--- src/rtl/pixel_ram_loader_if.sv ---
// -----------------------------------------------------------------------------
// pixel_ram_loader_if
// Bundles the stream, random-access write, read and status signals of the
// 16 x 4-bit pixel store.
//   slave  modport : used by the pixel store itself
//   master modport : used by whatever drives the store (source / core / bench)
// Signals:
//   start      one-cycle request to begin a new frame
//   in_valid   source presents a pixel on in_data
//   in_data    pixel value
//   in_ready   store accepts a pixel this cycle (registered)
//   wr_en      random-access write strobe
//   wr_address random-access write address
//   wr_data    random-access write data
//   address    read address (ROM-compatible)
//   data       read data = mem[address], combinational
//   busy       frame load in progress
//   done       frame complete
//   count      pixels accepted in the current frame, 0..16
// -----------------------------------------------------------------------------
interface pixel_ram_loader_if;
    logic       start;
    logic       in_valid;
    logic [3:0] in_data;
    logic       in_ready;
    logic       wr_en;
    logic [3:0] wr_address;
    logic [3:0] wr_data;
    logic [3:0] address;
    logic [3:0] data;
    logic       busy;
    logic       done;
    logic [4:0] count;

    modport slave (
        input  start, in_valid, in_data, wr_en, wr_address, wr_data, address,
        output in_ready, data, busy, done, count
    );

    modport master (
        output start, in_valid, in_data, wr_en, wr_address, wr_data, address,
        input  in_ready, data, busy, done, count
    );
endinterface

--- src/rtl/pixel_ram_loader.sv ---
// -----------------------------------------------------------------------------
// pixel_ram_loader
// Writable 16-entry x 4-bit pixel store for the 4x4 convolution datapath.
// A frame of 16 pixels is streamed in over valid/ready and stored at addresses
// 0..15 in raster order. The convolution core reads through a combinational
// address/data port identical to the pixel ROM. A random-access write port
// patches a frame while the store is idle or full.
// Ports:
//   i_clk   clock, all state updates on the rising edge
//   i_clr   asynchronous active-high reset; clears memory, state and outputs
//   io_bus  pixel_ram_loader_if.slave (stream, write, read and status signals)
// -----------------------------------------------------------------------------
module pixel_ram_loader (
    input  logic                  i_clk,
    input  logic                  i_clr,
    pixel_ram_loader_if.slave     io_bus
);

    localparam int DEPTH = 16;
    localparam int WIDTH = 4;

    localparam logic [1:0] ST_IDLE = 2'd0;
    localparam logic [1:0] ST_LOAD = 2'd1;
    localparam logic [1:0] ST_FULL = 2'd2;

    logic [1:0]       r_state;
    logic [3:0]       r_ptr;
    logic [4:0]       r_count;
    logic             r_in_ready;
    logic             r_busy;
    logic             r_done;
    logic [WIDTH-1:0] r_mem [0:DEPTH-1];

    logic [1:0]       w_state_nxt;
    logic [3:0]       w_ptr_nxt;
    logic [4:0]       w_count_nxt;
    logic             w_we;
    logic [3:0]       w_waddr;
    logic [WIDTH-1:0] w_wdata;

    // Next-state, pointer/count and the single memory write port selection.
    always_comb begin
        w_state_nxt = r_state;
        w_ptr_nxt   = r_ptr;
        w_count_nxt = r_count;
        w_we        = 1'b0;
        w_waddr     = 4'd0;
        w_wdata     = 4'd0;
        case (r_state)
            ST_IDLE, ST_FULL: begin
                // Random-access writes are honoured even when start is also
                // asserted; the new frame then begins on the next edge.
                if (io_bus.wr_en) begin
                    w_we    = 1'b1;
                    w_waddr = io_bus.wr_address;
                    w_wdata = io_bus.wr_data;
                end else begin
                    w_we    = 1'b0;
                end
                if (io_bus.start) begin
                    w_state_nxt = ST_LOAD;
                    w_ptr_nxt   = 4'd0;
                    w_count_nxt = 5'd0;
                end else begin
                    w_state_nxt = r_state;
                end
            end
            ST_LOAD: begin
                // Restart wins over a beat presented in the same cycle: the
                // beat is dropped. wr_en is ignored while the stream owns
                // the memory.
                if (io_bus.start) begin
                    w_ptr_nxt   = 4'd0;
                    w_count_nxt = 5'd0;
                end else if (io_bus.in_valid && r_in_ready) begin
                    w_we    = 1'b1;
                    w_waddr = r_ptr;
                    w_wdata = io_bus.in_data;
                    if (r_ptr == 4'd15) begin
                        w_state_nxt = ST_FULL;
                        w_ptr_nxt   = 4'd0;
                        w_count_nxt = 5'd16;
                    end else begin
                        w_ptr_nxt   = r_ptr + 4'd1;
                        w_count_nxt = r_count + 5'd1;
                    end
                end else begin
                    w_ptr_nxt   = r_ptr;
                end
            end
            default: begin
                w_state_nxt = ST_IDLE;
                w_ptr_nxt   = 4'd0;
                w_count_nxt = 5'd0;
            end
        endcase
    end

    // State, pointer, count and status flags. The flags are registered from
    // the next state so they depend on flops only, never on live inputs.
    always_ff @(posedge i_clk or posedge i_clr) begin
        if (i_clr) begin
            r_state    <= ST_IDLE;
            r_ptr      <= 4'd0;
            r_count    <= 5'd0;
            r_in_ready <= 1'b0;
            r_busy     <= 1'b0;
            r_done     <= 1'b0;
        end else begin
            r_state    <= w_state_nxt;
            r_ptr      <= w_ptr_nxt;
            r_count    <= w_count_nxt;
            r_in_ready <= (w_state_nxt == ST_LOAD);
            r_busy     <= (w_state_nxt == ST_LOAD);
            r_done     <= (w_state_nxt == ST_FULL);
        end
    end

    // Pixel storage; cleared asynchronously so data reads 0 while i_clr is held.
    always_ff @(posedge i_clk or posedge i_clr) begin
        if (i_clr) begin
            for (int i = 0; i < DEPTH; i++) begin
                r_mem[i] <= 4'd0;
            end
        end else if (w_we) begin
            r_mem[w_waddr] <= w_wdata;
        end else begin
            r_mem[w_waddr] <= r_mem[w_waddr];
        end
    end

    assign io_bus.in_ready = r_in_ready;
    assign io_bus.busy     = r_busy;
    assign io_bus.done     = r_done;
    assign io_bus.count    = r_count;
    assign io_bus.data     = r_mem[io_bus.address];

endmodule

--- src/flat_wrapper.sv ---
// flat-port wrapper written by rule: the top's interface ports become plain ports
module pixel_ram_loader_flat 
  (i_clk, i_clr, io_bus_start, io_bus_in_valid, io_bus_in_data, io_bus_wr_en, io_bus_wr_address, io_bus_wr_data, io_bus_address, io_bus_in_ready, io_bus_data, io_bus_busy, io_bus_done, io_bus_count);
  pixel_ram_loader_if io_bus_i ();
  input  logic i_clk;
  input  logic i_clr;
  input wire logic [$bits(io_bus_i.start)-1:0] io_bus_start;
  input wire logic [$bits(io_bus_i.in_valid)-1:0] io_bus_in_valid;
  input wire logic [$bits(io_bus_i.in_data)-1:0] io_bus_in_data;
  input wire logic [$bits(io_bus_i.wr_en)-1:0] io_bus_wr_en;
  input wire logic [$bits(io_bus_i.wr_address)-1:0] io_bus_wr_address;
  input wire logic [$bits(io_bus_i.wr_data)-1:0] io_bus_wr_data;
  input wire logic [$bits(io_bus_i.address)-1:0] io_bus_address;
  output wire logic [$bits(io_bus_i.in_ready)-1:0] io_bus_in_ready;
  output wire logic [$bits(io_bus_i.data)-1:0] io_bus_data;
  output wire logic [$bits(io_bus_i.busy)-1:0] io_bus_busy;
  output wire logic [$bits(io_bus_i.done)-1:0] io_bus_done;
  output wire logic [$bits(io_bus_i.count)-1:0] io_bus_count;
  assign io_bus_i.start = io_bus_start;
  assign io_bus_i.in_valid = io_bus_in_valid;
  assign io_bus_i.in_data = io_bus_in_data;
  assign io_bus_i.wr_en = io_bus_wr_en;
  assign io_bus_i.wr_address = io_bus_wr_address;
  assign io_bus_i.wr_data = io_bus_wr_data;
  assign io_bus_i.address = io_bus_address;
  assign io_bus_in_ready = io_bus_i.in_ready;
  assign io_bus_data = io_bus_i.data;
  assign io_bus_busy = io_bus_i.busy;
  assign io_bus_done = io_bus_i.done;
  assign io_bus_count = io_bus_i.count;
  pixel_ram_loader u_core (.i_clk(i_clk), .i_clr(i_clr), .io_bus(io_bus_i));
endmodule
--- config.mk ---
export PLATFORM = sky130hd
export DESIGN_NAME = pixel_ram_loader_flat
export DESIGN_NICKNAME = d
export VERILOG_FILES = /design/src/rtl/pixel_ram_loader_if.sv /design/src/rtl/pixel_ram_loader.sv /design/src/flat_wrapper.sv
export SDC_FILE = /design/constraint.sdc
export NUM_CORES = 1
export LEC_CHECK = 0
export CORE_UTILIZATION = 55
export CTS_CLUSTER_DIAMETER = 40
export DETAILED_ROUTE_END_ITERATION = 10
export GPL_ROUTABILITY_DRIVEN = 0
export PLACE_DENSITY = 0.76
export REMOVE_ABC_BUFFERS = 1
export SYNTH_ARGS = -nofsm -noshare
export SYNTH_HDL_FRONTEND = slang
export SYNTH_SLANG_ARGS = --single-unit
--- constraint.sdc ---
create_clock -name i_clk -period 3.1 [get_ports i_clk]
set_input_delay 0.775 -clock i_clk [delete_from_list [all_inputs] [get_ports i_clk]]
set_output_delay 0.775 -clock i_clk [all_outputs]
set_load 0.01 [all_outputs]
==> key figures <==
Run status
  – Outcome: finished, final reports clean

Critical path
  – Reg2Reg Depth: 5
  – WP data arrival: 2.27 ns
  – Worst setup path endpoint: io_bus_data[1]
  – Startpoint Class: primary input
  – Critical path origin: io_bus_address[0]
  – Reg-to-reg slack, setup: 0.83 ns
  – Worst-path maximum fanout: 8
  – Critical Path RT: 2.32 ns
  – Critical R2R Capture: u_core.r_mem[18]
  – RR Startpoint: u_core.r_state[0]
  – Worst Setup Path Type: in2out
  – CP Capture Type: output port

Power and ir drop
  – LEAKAGE: 2.02 nW
  – Worst vdd ir: 325 uV
  – Total Power: 2.28 mW
  – PwrDens: 495 mW/mm^2

Yosys
  – Distinct cells, synth: 49
  – Compound-cell area share of the yosys netlist: 9.49%
  – Sequential area share after synthesis: 49.2%
  – Mux contribution to synthesized area: 27.9%
  – Dominant synthesized flop cell: dfrtp_1
  – Largest family of logic cells by synthesized area: multiplexers
  – Post-synthesis cell count: 295
  – Async SR Flop Fraction: 100%
  – Post-synthesis instance area: 0.00391 sq mm
  – Number of flops mapped to enable cells by yosys: 0
  – XOR/XNOR share of the synthesized area: 0%
  – Post-synthesis adder-cell area fraction: 0.639%
  – Synth Register Bits: 77
  – Synth Area in Simple Gates: 10.1%
  – Mean Syn Cell Area: 13.3 sq um
  – Ys Warns: 0

Global route
  – Largest net degree at the start of global routing: 78
  – Grt total ovfl: 0
  – First-pass GRT wire length: 14.0 mm
  – Total track usage: 25.2%
  – Via count of the first global-routing pass: 2524
  – Initial antenna violation count: 0

Cells and area
  – # fillers: 513
  – Multi-input logic area: 0.00188 sq mm
  – Nets: 354
  – # diodes: 0
  – Commonest non-fill, non-tap cell in the layout: dfrtp_1
  – Layout cells sized above 1: 39.0%
  – FF+latch area: 0.00193 sq mm
  – Area grow syn2layout: 17.6%
  – Most frequent cells in the layout: 77 x dfrtp_1, 56 x mux2_2, 26 x clkdlybuf4s50_1, 24 x nand2_1, 20 x mux4_2
  – Final Instance Area: 0.00460 sq mm

Floorplan
  – Site row count: 30
  – I/O pin cnt: 33
  – Starting Density: 57.3%
  – Total die area: 0.00746 sq mm
  – Chip height: 86.4 um
  – Chip width: 86.4 um
  – Core area: 0.00683 sq mm

STA
  – Final Hold Vio Count: 0
  – Slew Viols, Final: 0
  – Worst slew margin: 64.5%
  – Fmax: 328 MHz
  – Final setup viols: 0
  – Setup TNS: 0 ns
  – Clk_skew: 0.0157 ns
  – Final worst slack: 0.0511 ns
  – Slew of the pin with the lowest slew margin: 0.531 ns
  – Unrepaired setup endpoints after global routing: no
  – Period utilisation layout: 98.4%
  – Tmin final: 3.05 ns

Hold path
  – HP Start: u_core.r_mem[38]
  – Hold WC Path Type: reg2reg

Placement
  – Cell Area, Placed: 0.00436 sq mm
  – Port bufs: 32
  – DP Worst Slack: -0.663 ns
  – DP Wirelength: 6.02 mm

Route
  – Vias: 2613
  – First drt pass iteration count: 4
  – WL/cell: 19.6 um
  – Drt drc: 0
  – 1st-iter DRT viols: 264
  – Post-route ant nets: 0
  – Vias per cell: 6.05
  – Drt total wl: 8.48 mm

CTS
  – Cts bufs inserted: 9
  – Max Root-Sink Buffers: 2
  – CTS tree: done
  – Clk_lat worst skew: 0.36 ns
  – CTS Sinks: 77
  – # H-tree levels: 3
  – CTS Hold Buffers Added: 0
  – Root Buffer: clkbuf_8
  – Clock Pin Slew Worst Setup and Hold Paths: 0.09 ns

Flow run
  – MaxCap Viol Count: 0
-- worst max-delay path: stages --
cell and delay [ns]:
buf_4 0.13, buf_12 0.14, mux4_2 0.51, mux4_2 0.48
clkdlybuf4s15_2 0.24
-- synthesized netlist by cell type (2+ instances only) --
cell,number,share of area (%)
nor2_2,4,0.64
a21oi_1,6,0.77
dfrtp_1,77,49
or2_2,2,0.32
o22a_1,2,0.45
nand2b_1,3,0.48
nand2_1,24,2.3
a21o_1,2,0.38
buf_4,4,0.77
mux4_2,20,12
nand3_1,9,1.2
nand3b_1,2,0.38
ha_1,2,0.64
nor2_1,9,0.86
nand2_2,2,0.32
and2_1,4,0.64
nor2_4,2,0.58
a22oi_2,4,1.3
o21ai_0,14,1.8
a31oi_1,4,0.64
inv_1,2,0.19
o21a_1,3,0.58
o22ai_1,3,0.48
buf_2,8,1.0
clkbuf_1,3,0.29
mux2_2,56,16
a32o_2,2,0.58
-- worst min path at each step --
stage | depth (start not counted) | endpoint
finish | 1 | u_core.r_mem[38]
global route | 1 | u_core.r_mem[38]
CTS | 1 | u_core.r_mem[35]
detailed placement | 1 | u_core.r_mem[35]
global placement | 1 | u_core.r_mem[49]
floorplan | 1 | u_core.r_mem[60]
-- registers in the layout, indices dropped and copies added (netlist names) --
| name | flops |
|---|---|
| u_core.r_ptr | 4 |
| u_core.r_state | 2 |
| u_core.io_bus.in_ready | 1 |
| u_core.io_bus.count | 5 |
| u_core.r_mem | 64 |
| u_core.io_bus.done | 1 |
-- layout make-up --
class | instances | share of cell area (%)
sequential | 77 | 41.9
multi-input combinational | 199 | 40.9
timing repair buffer | 42 | 10.3
clock buffer | 9 | 2.69
tap | 96 | 2.61
clock inverter | 7 | 1.39
inverter | 2 | 0.163
-- through the flow --
| stage | std cells | hold WS [ns] | util [%] |
|---|---|---|---|
| 3_5_place_dp | 414 | 0.493 | 63.8 |
| 2_1_floorplan | 278 | 0.459 | - |
| 6_report | 432 | 0.511 | 67.3 |
| 4_1_cts | 432 | 0.512 | 67.4 |
| 3_3_place_gp | 414 | 0.493 | 63.8 |
| 5_1_grt | 432 | 0.524 | 67.3 |
-- per-layer routing --
layer / wire (um) / track usage (%) / vias to the layer above
li1: - / - / 1173
met1: 3850 / 37.7 / 1334
met2: 4010 / 37.2 / 94
met3: 481 / 4.67 / 12
met4: 129 / 9.39 / 0
met5: 0 / 0 / -
-- cells by family (layout without fill, tap and decap cells) --
group / count (synthesis) / count (layout)
compound gates: 49 / 49
flops: 77 / 77
fa+ha+maj: 2 / 2
mux: 77 / 77
buf+inv: 19 / 60
simple gates: 71 / 71
-- timing repair --
| action | 4_1_cts | 5_1_grt |
|---|---|---|
| hold endpoints to repair | 0 | 0 |
| gates resized for setup | 21 | 1 |
| buffers inserted | 0 | 0 |
| cloned | 2 | 0 |
| setup endpoints to repair | 4 | 1 |
-- power breakdown --
| part | total, mW | switching (mW) | internal (mW) |
|---|---|---|---|
| clock | 0.735 | 0.424 | 0.310 |
| combinational | 0.354 | 0.144 | 0.211 |
| sequential | 1.19 | 0.0813 | 1.11 |
| total | 2.28 | 0.649 | 1.63 |
(Power assumes the default switching activity.)
